--- config.mk ---
export PLATFORM = sky130hd
export DESIGN_NAME = hex_scan_display_flat
export DESIGN_NICKNAME = d
export VERILOG_FILES = /design/src/rtl/hex_scan_display_if.sv /design/src/rtl/hex_scan_display.sv /design/src/flat_wrapper.sv
export SDC_FILE = /design/constraint.sdc
export NUM_CORES = 1
export LEC_CHECK = 0
export ABC_AREA = 1
export CORE_MARGIN = 3
export CORE_UTILIZATION = 55
export CTS_CLUSTER_DIAMETER = 60
export DETAILED_ROUTE_END_ITERATION = 10
export HOLD_SLACK_MARGIN = 0.06
export PLACE_DENSITY = 0.76
export SKIP_LAST_GASP = 1
export SLEW_MARGIN = 20
export SYNTH_ARGS = -nofsm -noshare
export SYNTH_HDL_FRONTEND = slang
export SYNTH_SLANG_ARGS = --single-unit
--- constraint.sdc ---
create_clock -name clk -period 4.47 [get_ports clk]
set_input_delay 0.6705 -clock clk [delete_from_list [all_inputs] [get_ports clk]]
set_output_delay 0.6705 -clock clk [all_outputs]
set_load 0.01 [all_outputs]
--- src/rtl/hex_scan_display_if.sv ---
// Load/display bundle between value producer and hex_scan_display.
// Ports: value/dp/load/blank/bright in; busy/frame/seg/dp/an out.
interface hex_scan_display_if #(
    parameter int NUM_DIGITS = 8
);
    logic [4*NUM_DIGITS-1:0] value_i;
    logic [NUM_DIGITS-1:0]   dp_i;
    logic                    load_i;
    logic                    busy_o;
    logic                    blank_zeros_i;
    logic [3:0]              bright_i;
    logic                    frame_o;
    logic [6:0]              seg_o;
    logic                    dp_o;
    logic [NUM_DIGITS-1:0]   an_o;

    modport master (
        output value_i, dp_i, load_i, blank_zeros_i, bright_i,
        input  busy_o, frame_o, seg_o, dp_o, an_o
    );

    modport slave (
        input  value_i, dp_i, load_i, blank_zeros_i, bright_i,
        output busy_o, frame_o, seg_o, dp_o, an_o
    );
endinterface

--- src/rtl/hex_scan_display.sv ---
// Multiplexed 7-seg hex scanner: PWM, zero blanking, frame-synced load.
// Ports: clk, rst (async high), bus (slave modport of hex_scan_display_if).
module hex_scan_display #(
    parameter int NUM_DIGITS = 8,
    parameter int DIV        = 100000
) (
    input  logic               clk,
    input  logic               rst,
    hex_scan_display_if.slave  bus
);
    localparam int PW = $clog2(DIV);
    localparam int IW = (NUM_DIGITS > 1) ? $clog2(NUM_DIGITS) : 1;
    localparam logic [PW-1:0] P_LAST = PW'(DIV - 1);
    localparam logic [IW-1:0] I_LAST = IW'(NUM_DIGITS - 1);

    logic [PW-1:0] presc;
    logic [IW-1:0] idx;

    logic [NUM_DIGITS-1:0][3:0] shadow;
    logic [NUM_DIGITS-1:0]      shadow_dp;
    logic [NUM_DIGITS-1:0][3:0] disp;
    logic [NUM_DIGITS-1:0]      disp_dp;
    logic                       busy;
    logic                       frame;

    logic [6:0]            seg_q;
    logic                  dp_q;
    logic [NUM_DIGITS-1:0] an_q;

    logic                  wrap;
    logic                  boundary;
    logic [28:0]           on_lim;
    logic                  on_win;
    logic [NUM_DIGITS-1:0] zero_run;
    logic                  run;
    logic                  blank;

    function automatic logic [6:0] hex7(input logic [3:0] n);
        logic [6:0] s;
        unique case (n)
            4'h0: s = 7'h40;
            4'h1: s = 7'h79;
            4'h2: s = 7'h24;
            4'h3: s = 7'h30;
            4'h4: s = 7'h19;
            4'h5: s = 7'h12;
            4'h6: s = 7'h02;
            4'h7: s = 7'h78;
            4'h8: s = 7'h00;
            4'h9: s = 7'h10;
            4'hA: s = 7'h08;
            4'hB: s = 7'h03;
            4'hC: s = 7'h46;
            4'hD: s = 7'h21;
            4'hE: s = 7'h06;
            4'hF: s = 7'h0E;
        endcase
        return s;
    endfunction

    assign wrap     = (presc == P_LAST);
    assign boundary = wrap && (idx == I_LAST);

    // 29 bits hold (16 * 2^24) so the product never overflows.
    assign on_lim = ((29'(bus.bright_i) + 29'd1) * 29'(DIV)) >> 4;
    assign on_win = 29'(presc) < on_lim;

    // zero_run[i]: digits NUM_DIGITS-1..i are all "0" with no dp.
    always_comb begin
        zero_run = '0;
        run      = 1'b1;
        for (int i = NUM_DIGITS - 1; i >= 0; i--) begin
            run         = run & (disp[i] == 4'h0) & ~disp_dp[i];
            zero_run[i] = run;
        end
    end

    assign blank = bus.blank_zeros_i && (idx != '0) && zero_run[idx];

    always_ff @(posedge clk or posedge rst) begin
        if (rst) begin
            presc <= '0;
            idx   <= '0;
        end else if (wrap) begin
            presc <= '0;
            idx   <= (idx == I_LAST) ? '0 : idx + 1'b1;
        end else begin
            presc <= presc + 1'b1;
        end
    end

    // A load on the boundary edge lands in shadow while the older
    // shadow commits, so busy stays set for the next frame.
    always_ff @(posedge clk or posedge rst) begin
        if (rst) begin
            shadow    <= '0;
            shadow_dp <= '0;
            disp      <= '0;
            disp_dp   <= '0;
            busy      <= 1'b0;
            frame     <= 1'b0;
        end else begin
            frame <= boundary;
            if (boundary && busy) begin
                disp    <= shadow;
                disp_dp <= shadow_dp;
                busy    <= 1'b0;
            end
            if (bus.load_i) begin
                shadow    <= bus.value_i;
                shadow_dp <= bus.dp_i;
                busy      <= 1'b1;
            end
        end
    end

    always_ff @(posedge clk or posedge rst) begin
        if (rst) begin
            seg_q <= 7'h7F;
            dp_q  <= 1'b1;
            an_q  <= '1;
        end else if (on_win && !blank) begin
            seg_q <= hex7(disp[idx]);
            dp_q  <= ~disp_dp[idx];
            an_q  <= ~(NUM_DIGITS'(1) << idx);
        end else begin
            seg_q <= 7'h7F;
            dp_q  <= 1'b1;
            an_q  <= '1;
        end
    end

    assign bus.busy_o  = busy;
    assign bus.frame_o = frame;
    assign bus.seg_o   = seg_q;
    assign bus.dp_o    = dp_q;
    assign bus.an_o    = an_q;
endmodule

--- src/flat_wrapper.sv ---
// flat-port wrapper written by rule: the top's interface ports become plain ports
module hex_scan_display_flat 
#(
    parameter int NUM_DIGITS = 8,
    parameter int DIV        = 100000
)
  (clk, rst, bus_value_i, bus_dp_i, bus_load_i, bus_blank_zeros_i, bus_bright_i, bus_busy_o, bus_frame_o, bus_seg_o, bus_dp_o, bus_an_o);
  hex_scan_display_if #(.NUM_DIGITS(NUM_DIGITS)) bus_i ();
  input  logic clk;
  input  logic rst;
  input wire logic [$bits(bus_i.value_i)-1:0] bus_value_i;
  input wire logic [$bits(bus_i.dp_i)-1:0] bus_dp_i;
  input wire logic [$bits(bus_i.load_i)-1:0] bus_load_i;
  input wire logic [$bits(bus_i.blank_zeros_i)-1:0] bus_blank_zeros_i;
  input wire logic [$bits(bus_i.bright_i)-1:0] bus_bright_i;
  output wire logic [$bits(bus_i.busy_o)-1:0] bus_busy_o;
  output wire logic [$bits(bus_i.frame_o)-1:0] bus_frame_o;
  output wire logic [$bits(bus_i.seg_o)-1:0] bus_seg_o;
  output wire logic [$bits(bus_i.dp_o)-1:0] bus_dp_o;
  output wire logic [$bits(bus_i.an_o)-1:0] bus_an_o;
  assign bus_i.value_i = bus_value_i;
  assign bus_i.dp_i = bus_dp_i;
  assign bus_i.load_i = bus_load_i;
  assign bus_i.blank_zeros_i = bus_blank_zeros_i;
  assign bus_i.bright_i = bus_bright_i;
  assign bus_busy_o = bus_i.busy_o;
  assign bus_frame_o = bus_i.frame_o;
  assign bus_seg_o = bus_i.seg_o;
  assign bus_dp_o = bus_i.dp_o;
  assign bus_an_o = bus_i.an_o;
  hex_scan_display #(.NUM_DIGITS(NUM_DIGITS), .DIV(DIV)) u_core (.clk(clk), .rst(rst), .bus(bus_i));
endmodule
==> metrics.log, run 1 <==
INFO  metric period_share = just over 90%
INFO  metric ys.flop_type = sky130_fd_sc_hd__dfrtp_1
INFO  metric rows = 40
INFO  metric leakagePower = 4.769 nW
INFO  metric syn-num-nets = approximately 940
INFO  metric layout_min_cycle_time = approximately 4.1 ns
INFO  metric maxSlewViolCount = 0
INFO  metric max-clock-path-buffers = 2
INFO  metric globalRouteTotalUtil = between 20% and 30%
INFO  metric placement.io_buffers = 65
INFO  metric report.final.setup_viol = 0
INFO  metric n_antenna_cell = 0
INFO  metric whs = roughly 0.46 ns
INFO  metric min_from = u_core.presc[0]
INFO  metric cts_hold_buffers = 0
INFO  metric final-instance-count-excl-fill = between 1000 and 1500
INFO  metric clk_pin_slew = around 0.050 ns
INFO  metric die_w = about 120 um
INFO  metric timing.critical_path.required = roughly 4.8 ns
INFO  metric pin_count = 66
INFO  metric tritoncts = done
INFO  metric grt_first_pass_wirelength = 26460 um
INFO  metric critical_path.slowest_cell = sky130_fd_sc_hd__ha_1
INFO  metric path_delay_family = adder cells
INFO  metric wl_per_cell = 14.03 um
INFO  metric num_vias = ~5800
INFO  metric number_of_enable_type_register_cells_in_the_synthesized_netlist = 0
INFO  metric total_global_routing_overflow = 0
INFO  metric finClkSkew = 0.008702 ns
INFO  metric critical_path_buffer_and_inverter_count = 3
INFO  metric synth_xor_xnor_area_share = under 10%
INFO  metric ant_nets = 0
INFO  metric synth.mux.area_fraction = under 10%
INFO  metric worst-path-max-fanout = 16
INFO  metric design.core.area = about 12000 um^2
INFO  metric postLayoutCoreUtil = between 70% and 80%
INFO  metric crit_path_frequent_cell = sky130_fd_sc_hd__nand2_1
INFO  metric ranking_of_synthesized_cells_by_area = sky130_fd_sc_hd__dfrtp_1, sky130_fd_sc_hd__ha_1, sky130_fd_sc_hd__nand2_1, sky130_fd_sc_hd__inv_1, sky130_fd_sc_hd__dfstp_2
INFO  metric timing_worst_slew_pin_value = about 0.94 ns
INFO  metric max-slew-margin-rel = 37.19%
INFO  metric endpoint_kind = register
INFO  metric pin_count_of_the_biggest_net_entering_global_routing = 75
INFO  metric drc_errors = 0
INFO  metric drt_first_iter_violations = 434
INFO  metric combinational_family_with_the_most_area_after_synthesis = simple AND/OR/NAND/NOR gates
INFO  metric max_stage_delay = between 0.3 and 0.4 ns
INFO  metric timing.critical_path.from = bus_bright_i[1]
INFO  metric outcome = finished clean
INFO  metric dp_hpwl = 11170 um
INFO  metric clock.fmax = around 0.24 GHz
INFO  metric first_global_vias = approximately 5700
INFO  metric design.die.area = 14110 um^2
INFO  metric crit-reg2reg-launch = u_core.idx[0]
INFO  metric wirelength = 15500 um
INFO  metric start_util = roughly 57%
INFO  metric cts_made_buffers = 17
INFO  metric layout.cells.most_common_list = sky130_fd_sc_hd__nand2_1, sky130_fd_sc_hd__inv_1, sky130_fd_sc_hd__dfrtp_1, sky130_fd_sc_hd__clkdlybuf4s50_1, sky130_fd_sc_hd__ha_1
INFO  metric layout.cells.most_common = sky130_fd_sc_hd__nand2_1
INFO  metric rsz0062_at_grt = false
INFO  metric sequential_cell_area_fraction_in_the_yosys_report = ~42%
INFO  metric worst_hold_path_type = register to register
INFO  metric ir_drop = 373.1 uV
INFO  metric final_nets = 1034
INFO  metric synth.cell_area = approximately 7000 um^2
INFO  metric compound_gate_portion_of_the_synthesized_area = between 8 and 9%
INFO  metric power_density = 334.0 nW/um^2
INFO  metric final_report_hold_violation_count = 0
INFO  metric clock-sinks = 118
INFO  metric synthAdderAreaFrac = 10.84%
INFO  metric netlist.area_leader.share = a little over a third
INFO  metric post_route_cells_drive_above_1_share = between 10% and 20%
INFO  metric netlist.top_cell.by_area = sky130_fd_sc_hd__dfrtp_1
INFO  metric placed_cells_incl_taps = 1071
INFO  metric worstPathArrival = ~4.5 ns
INFO  metric die_y = between 100 and 150 um
INFO  metric max_cap_violations = 0
INFO  metric ys_ff_latch = approximately 120
INFO  metric cts_root_buf = sky130_fd_sc_hd__clkbuf_16
INFO  metric critical_path_class = input pin to register
INFO  metric netlist-cell-type-count = 42
INFO  metric synth-warning-count = 0
INFO  metric first_pass_iters = 5
INFO  metric layout-area-overhead-vs-synth = 24.23%
INFO  metric clock_tree.htree_level_count = 4
INFO  metric synth_area_per_cell = approximately 8.5 um^2
INFO  metric routabilityCongestion = between 0.8 and 0.9
INFO  metric clock_insertion_delay_at_the_later_pin_of_the_skew_report = roughly 0.42 ns
INFO  metric cell_count_after_synthesis = 828
INFO  metric critPathLaunchType = input pin
INFO  metric asyncSetResetFlopFracSynth = 100.0%
INFO  metric viasPerCell = about 5.2
INFO  metric number_of_antenna_violations_at_the_first_check_in_global_routing = 0
INFO  metric post_synth_simple_gate_area = roughly a fifth
-- stage by stage --
step           power, W  area [um^2]  setup TNS [ns]  setup WS [ns]
4_1_cts        0.002883         8582               0        0.02300
2_1_floorplan  0.001408         6997               0        0.07227
3_3_place_gp   0.001574         7978          -6.938        -0.4358
3_5_place_dp   0.001596         7978          -10.44        -0.6697
5_1_grt        0.003035         8692               0        0.05738
6_report       0.002903         8692               0         0.3213
-- per-layer routing --
metal	global-route usage, %	routed length, um	vias to the layer above
met2	38.69	7618	142
li1	-	-	2878
met1	29.35	6885	2743
met5	0	0	-
met4	8.545	330	0
met3	4.641	669	22
-- final timing paths --
check / end / slack [ns] / depth (start not counted)
max in group asynchronous: u_core.disp[28] / 2.96 / 3
max reg2reg: u_core.bus.dp_o / 1.67 / 7
max: u_core.bus.seg_o[5] / 0.32 / 27
min reg2reg: u_core.presc[0] / 0.46 / 1
min in group asynchronous: u_core.disp[4] / 0.76 / 2
min: u_core.presc[0] / 0.46 / 1
-- sequential cells by signal, summed over array words and instances (netlist names) --
signal,cells
u_core.bus.frame_o,1
u_core.disp_dp,8
u_core.disp,32
u_core.shadow,32
u_core.bus.seg_o,7
u_core.presc,17
u_core.shadow_dp,8
u_core.bus.busy_o,1
u_core.idx,3
u_core.bus.dp_o,1
u_core.bus.an_o,8
-- final cells by class --
cell class                      instances  area [um^2]
Clock buffer                           27        523.0
Clock inverter                          3        40.04
Fill cell                             976         3520
Inverter                              151        570.5
Multi-Input combinational cell        535         3421
Sequential cell                       118         2973
Tap cell                              168        210.2
Timing Repair Buffer                  103        954.7
-- timing repair --
item | 4_1_cts | 5_1_grt
hold endpoints to repair | 0 | 0
setup endpoints to repair | 16 | 16
gates resized for setup | 9 | 21
pin swaps | 2 | 9
buffers inserted | 1 | 3
gates cloned | 0 | 0
-- kinds of logic after synthesis --
group	Yosys count
buffers and inverters	175
AOI/OAI and AO/OA	109
xor gates and xnor gates	19
and+or+nand+nor	310
muxes	37
DFF	118
adders and majority gates	60
-- synthesized netlist by cell type (3+ instances only) --
cell                       count
sky130_fd_sc_hd__nand2_1     172
sky130_fd_sc_hd__inv_1       149
sky130_fd_sc_hd__dfrtp_1     102
sky130_fd_sc_hd__ha_1         59
sky130_fd_sc_hd__nand3_1      43
sky130_fd_sc_hd__nor2_1       40
sky130_fd_sc_hd__mux2_2       37
sky130_fd_sc_hd__o21ai_0      37
sky130_fd_sc_hd__o21ai_1      34
sky130_fd_sc_hd__nand4_1      31
sky130_fd_sc_hd__a21oi_1      23
sky130_fd_sc_hd__dfstp_2      16
sky130_fd_sc_hd__nor3_1       10
sky130_fd_sc_hd__xor2_1       10
sky130_fd_sc_hd__xnor2_1       9
sky130_fd_sc_hd__buf_6         7
sky130_fd_sc_hd__buf_2         6
sky130_fd_sc_hd__clkbuf_1      6
sky130_fd_sc_hd__o211ai_1      5
sky130_fd_sc_hd__buf_1         3
sky130_fd_sc_hd__nand3_2       3
-- power breakdown --
group / total, W / switching [W] / internal (W) / leakage (nW)
clock network: 0.00128 / 0.000438 / 0.000843 / 0.279
logic: 0.000494 / 0.000244 / 0.000250 / 3.01
registers: 0.00113 / 0.0000202 / 0.00111 / 1.48
total: 0.00290 / 0.000702 / 0.00220 / 4.77
(Power assumes the default switching activity.)
==> run 2: changes to the inputs <==
- CORE_ASPECT_RATIO: not set -> 0.8
==> metrics.log, run 2 (synthesized netlist as in run 1, its figures left out) <==
INFO  metric outcome = finished clean
INFO  metric number_of_antenna_violations_at_the_first_check_in_global_routing = 0 (unchanged)
INFO  metric reg.largest.list = u_core.disp: 32 flops, u_core.shadow: 32 flops, u_core.presc: 17 flops
INFO  metric n_antenna_cell = 0 (unchanged)
INFO  metric leakagePower = 4.791 nW (+0.47%)
INFO  metric total_global_routing_overflow = 0 (unchanged)
INFO  metric worstPathArrival = 4.61 ns (+0.15 ns)
INFO  metric grt_first_pass_wirelength = 26420 um (-0.15%)
INFO  metric layout_min_cycle_time = 4.318 ns (+0.1689 ns)
INFO  metric num_vias = 5775 (-0.17%)
INFO  metric pin_count_of_the_biggest_net_entering_global_routing = 80 (+6.7%)
INFO  metric placement.io_buffers = 65 (unchanged)
INFO  metric max_cap_violations = 0 (unchanged)
INFO  metric die_w = 132.1 um (+11%)
INFO  metric worst_hold_path_type = register to register
INFO  metric final.setup.worst_slack = 0.1524 ns (-0.1689 ns)
INFO  metric wl_per_cell = 14.33 um (+2.1%)
INFO  metric wirelength = 15910 um (+2.6%)
INFO  metric clk_pin_slew = 0.06 ns (about the same)
INFO  metric power_density = 345.0 nW/um^2 (+3.3%)
INFO  metric postLayoutCoreUtil = 71.28% (+0.098 points)
INFO  metric post-layout-total-power = 0.003024 W (+4.2%)
INFO  metric clock-sinks = 118 (unchanged)
INFO  metric layout-area-overhead-vs-synth = 25.27%
INFO  metric drt_first_iter_violations = 530 (+22%)
INFO  metric clock_tree.htree_level_count = 4 (unchanged)
INFO  metric place_worst_setup_slack = -0.6317 ns (+0.03806 ns)
INFO  metric setup_total_negative_slack = 0 ns (unchanged)
INFO  metric globalRouteTotalUtil = 23.13% (+0.13 points)
INFO  metric routabilityCongestion = 0.8991 (+5.8%)
INFO  metric finClkSkew = 0.01632 ns (+0.007618 ns)
INFO  metric max-slew-margin-rel = 31.14% (-6.0 points)
INFO  metric ir_drop = 308.3 uV (-17%)
INFO  metric worst-path-max-fanout = 16 (unchanged)
INFO  metric critPathLaunchType = input pin
INFO  metric final_nets = 1034 (unchanged)
INFO  metric maxSlewViolCount = 0 (unchanged)
INFO  metric die_y = 106.9 um (-10%)
INFO  metric finalInstanceArea = 8765 um^2 (+0.83%)
INFO  metric max_stage_delay = 0.37 ns (+0.06 ns)
INFO  metric post_route_cells_drive_above_1_share = 15.97% (+0.50 points)
INFO  metric period_share = 96.59% (+3.8 points)
INFO  metric critical_path_class = input pin to register
INFO  metric post_dp_cell_area = 7991 um^2 (+0.17%)
INFO  metric start_util = 56.90% (-0.40 points)
INFO  metric timing_worst_slew_pin_value = 1.033 ns (+0.09071 ns)
INFO  metric cts_root_buf = sky130_fd_sc_hd__clkbuf_16
INFO  metric final_report_hold_violation_count = 0 (unchanged)
INFO  metric design.core.area = 12300 um^2 (+0.70%)
INFO  metric cts_made_buffers = 17 (unchanged)
INFO  metric dp_hpwl = 11060 um (-0.97%)
INFO  metric critical_path.slowest_cell = sky130_fd_sc_hd__dlygate4sd2_1
INFO  metric cp_cell_sequence = dlygate4sd2_1 > ha_4 > xor2_4 > ha_1 > ha_1 > ha_1 > ha_4 > nand2_1 > nor2_1 > nor2_1 > nand2_2 > a21oi_1 > o21ai_0 > nand2_1 > nand2_1 > xnor2_1 > ha_1 > nand2_1 > nor2_1 > a211oi_1 > o21ai_0 > nand2_1 > buf_12 > nand4_1
INFO  metric design.die.area = 14120 um^2 (about the same)
INFO  metric crit_path_frequent_cell = sky130_fd_sc_hd__nand2_1
INFO  metric rows = 36 (-10%)
INFO  metric timing.critical_path.required = 4.77 ns (about the same)
INFO  metric filler_cell_count = 933 (-4.4%)
INFO  metric cts_hold_buffers = 0 (unchanged)
INFO  metric endpoint_kind = register
INFO  metric viasPerCell = 5.203 (-0.62%)
INFO  metric first_pass_iters = 6 (+1)
INFO  metric ant_nets = 0 (unchanged)
INFO  metric clock.fmax = 0.2316 GHz (-3.9%)
INFO  metric drc_errors = 0 (unchanged)
INFO  metric clock_insertion_delay_at_the_later_pin_of_the_skew_report = 0.42 ns (about the same)
INFO  metric layout.cells.most_common = sky130_fd_sc_hd__nand2_1
INFO  metric max-clock-path-buffers = 2 (unchanged)
INFO  metric report.final.setup_viol = 0 (unchanged)
INFO  metric tritoncts = done
INFO  metric layout.cells.most_common_list = sky130_fd_sc_hd__nand2_1, sky130_fd_sc_hd__inv_1, sky130_fd_sc_hd__dfrtp_1, sky130_fd_sc_hd__clkdlybuf4s50_1, sky130_fd_sc_hd__ha_1
INFO  metric pin_count = 66 (unchanged)
INFO  metric first_global_vias = 5566 (-2.6%)
-- run 2: cell count changes in the layout (fill, tap and decap cells not counted), sizes merged --
| cell | before | now |
|---|---|---|
| inv | 150 | 151 |
| bufinv | 1 | 3 |
| dlygate4sd2 | 0 | 1 |
| clkbuf | 29 | 21 |
| clkinv | 3 | 7 |
| clkinvlp | 0 | 1 |
| clkdlybuf4s50 | 60 | 61 |
-- run 2: layout make-up --
cell class | instances | area, um^2 | area share, %
Inverter | 151 | 570.5 | 6.510
Clock inverter | 11 | 147.6 | 1.685
Timing Repair Buffer | 103 | 947.2 | 10.81
Tap cell | 171 | 214.0 | 2.441
Multi-Input combinational cell | 535 | 3442 | 39.27
Sequential cell | 118 | 2973 | 33.92
Clock buffer | 21 | 470.5 | 5.368
-- run 2: metrics by stage --
stage | std cells | hold slack, ns
after CTS | 1110 | 0.4663
after floorplan | 828 | 0.4324
after global routing | 1110 | 0.4800
after detailed placement | 1077 | 0.4586
final | 1110 | 0.4603
after global placement | 1077 | 0.4628
-- run 2: critical path: cells and delay by family --
kind            cells  cell delay (ns)
fa+ha+maj           6             1.66
simple gates       10             0.85
buf+inv             2             0.51
compound gates      4             0.50
xor+xnor            2             0.41
-- run 2: repair_timing --
action / 4_1_cts / 5_1_grt
setup endpoints to repair: 16 / 16
setup buffers: 1 / 0
pin swaps: 2 / 6
resized for setup: 11 / 14
-- run 2: final timing paths --
kind,start,depth (start not counted),to,slack [ns]
min in group asynchronous,rst,2,u_core.presc[4],0.82
setup / recovery,bus_bright_i[0],24,u_core.bus.seg_o[6],0.15
hold reg to reg,u_core.presc[0],1,u_core.presc[0],0.46
max in group asynchronous,rst,3,u_core.shadow[28],2.81
setup reg to reg,u_core.idx[0],7,u_core.bus.seg_o[6],1.62
hold / removal,u_core.presc[0],1,u_core.presc[0],0.46
-- run 2: power breakdown --
group / leakage [nW] / switching [W] / internal (W)
Clock: 0.303 / 0.000478 / 0.000921
Combinational: 3.01 / 0.000238 / 0.000259
Sequential: 1.48 / 0.0000210 / 0.00111
Total: 4.79 / 0.000737 / 0.00229
-- run 2: routing by layer --
metal	wire length [um]	track usage, %	up-vias
li1	-	-	2883
met1	7564	32.59	2668
met2	7075	36.05	201
met3	1028	5.816	23
met4	236	5.922	0
met5	0	0	-
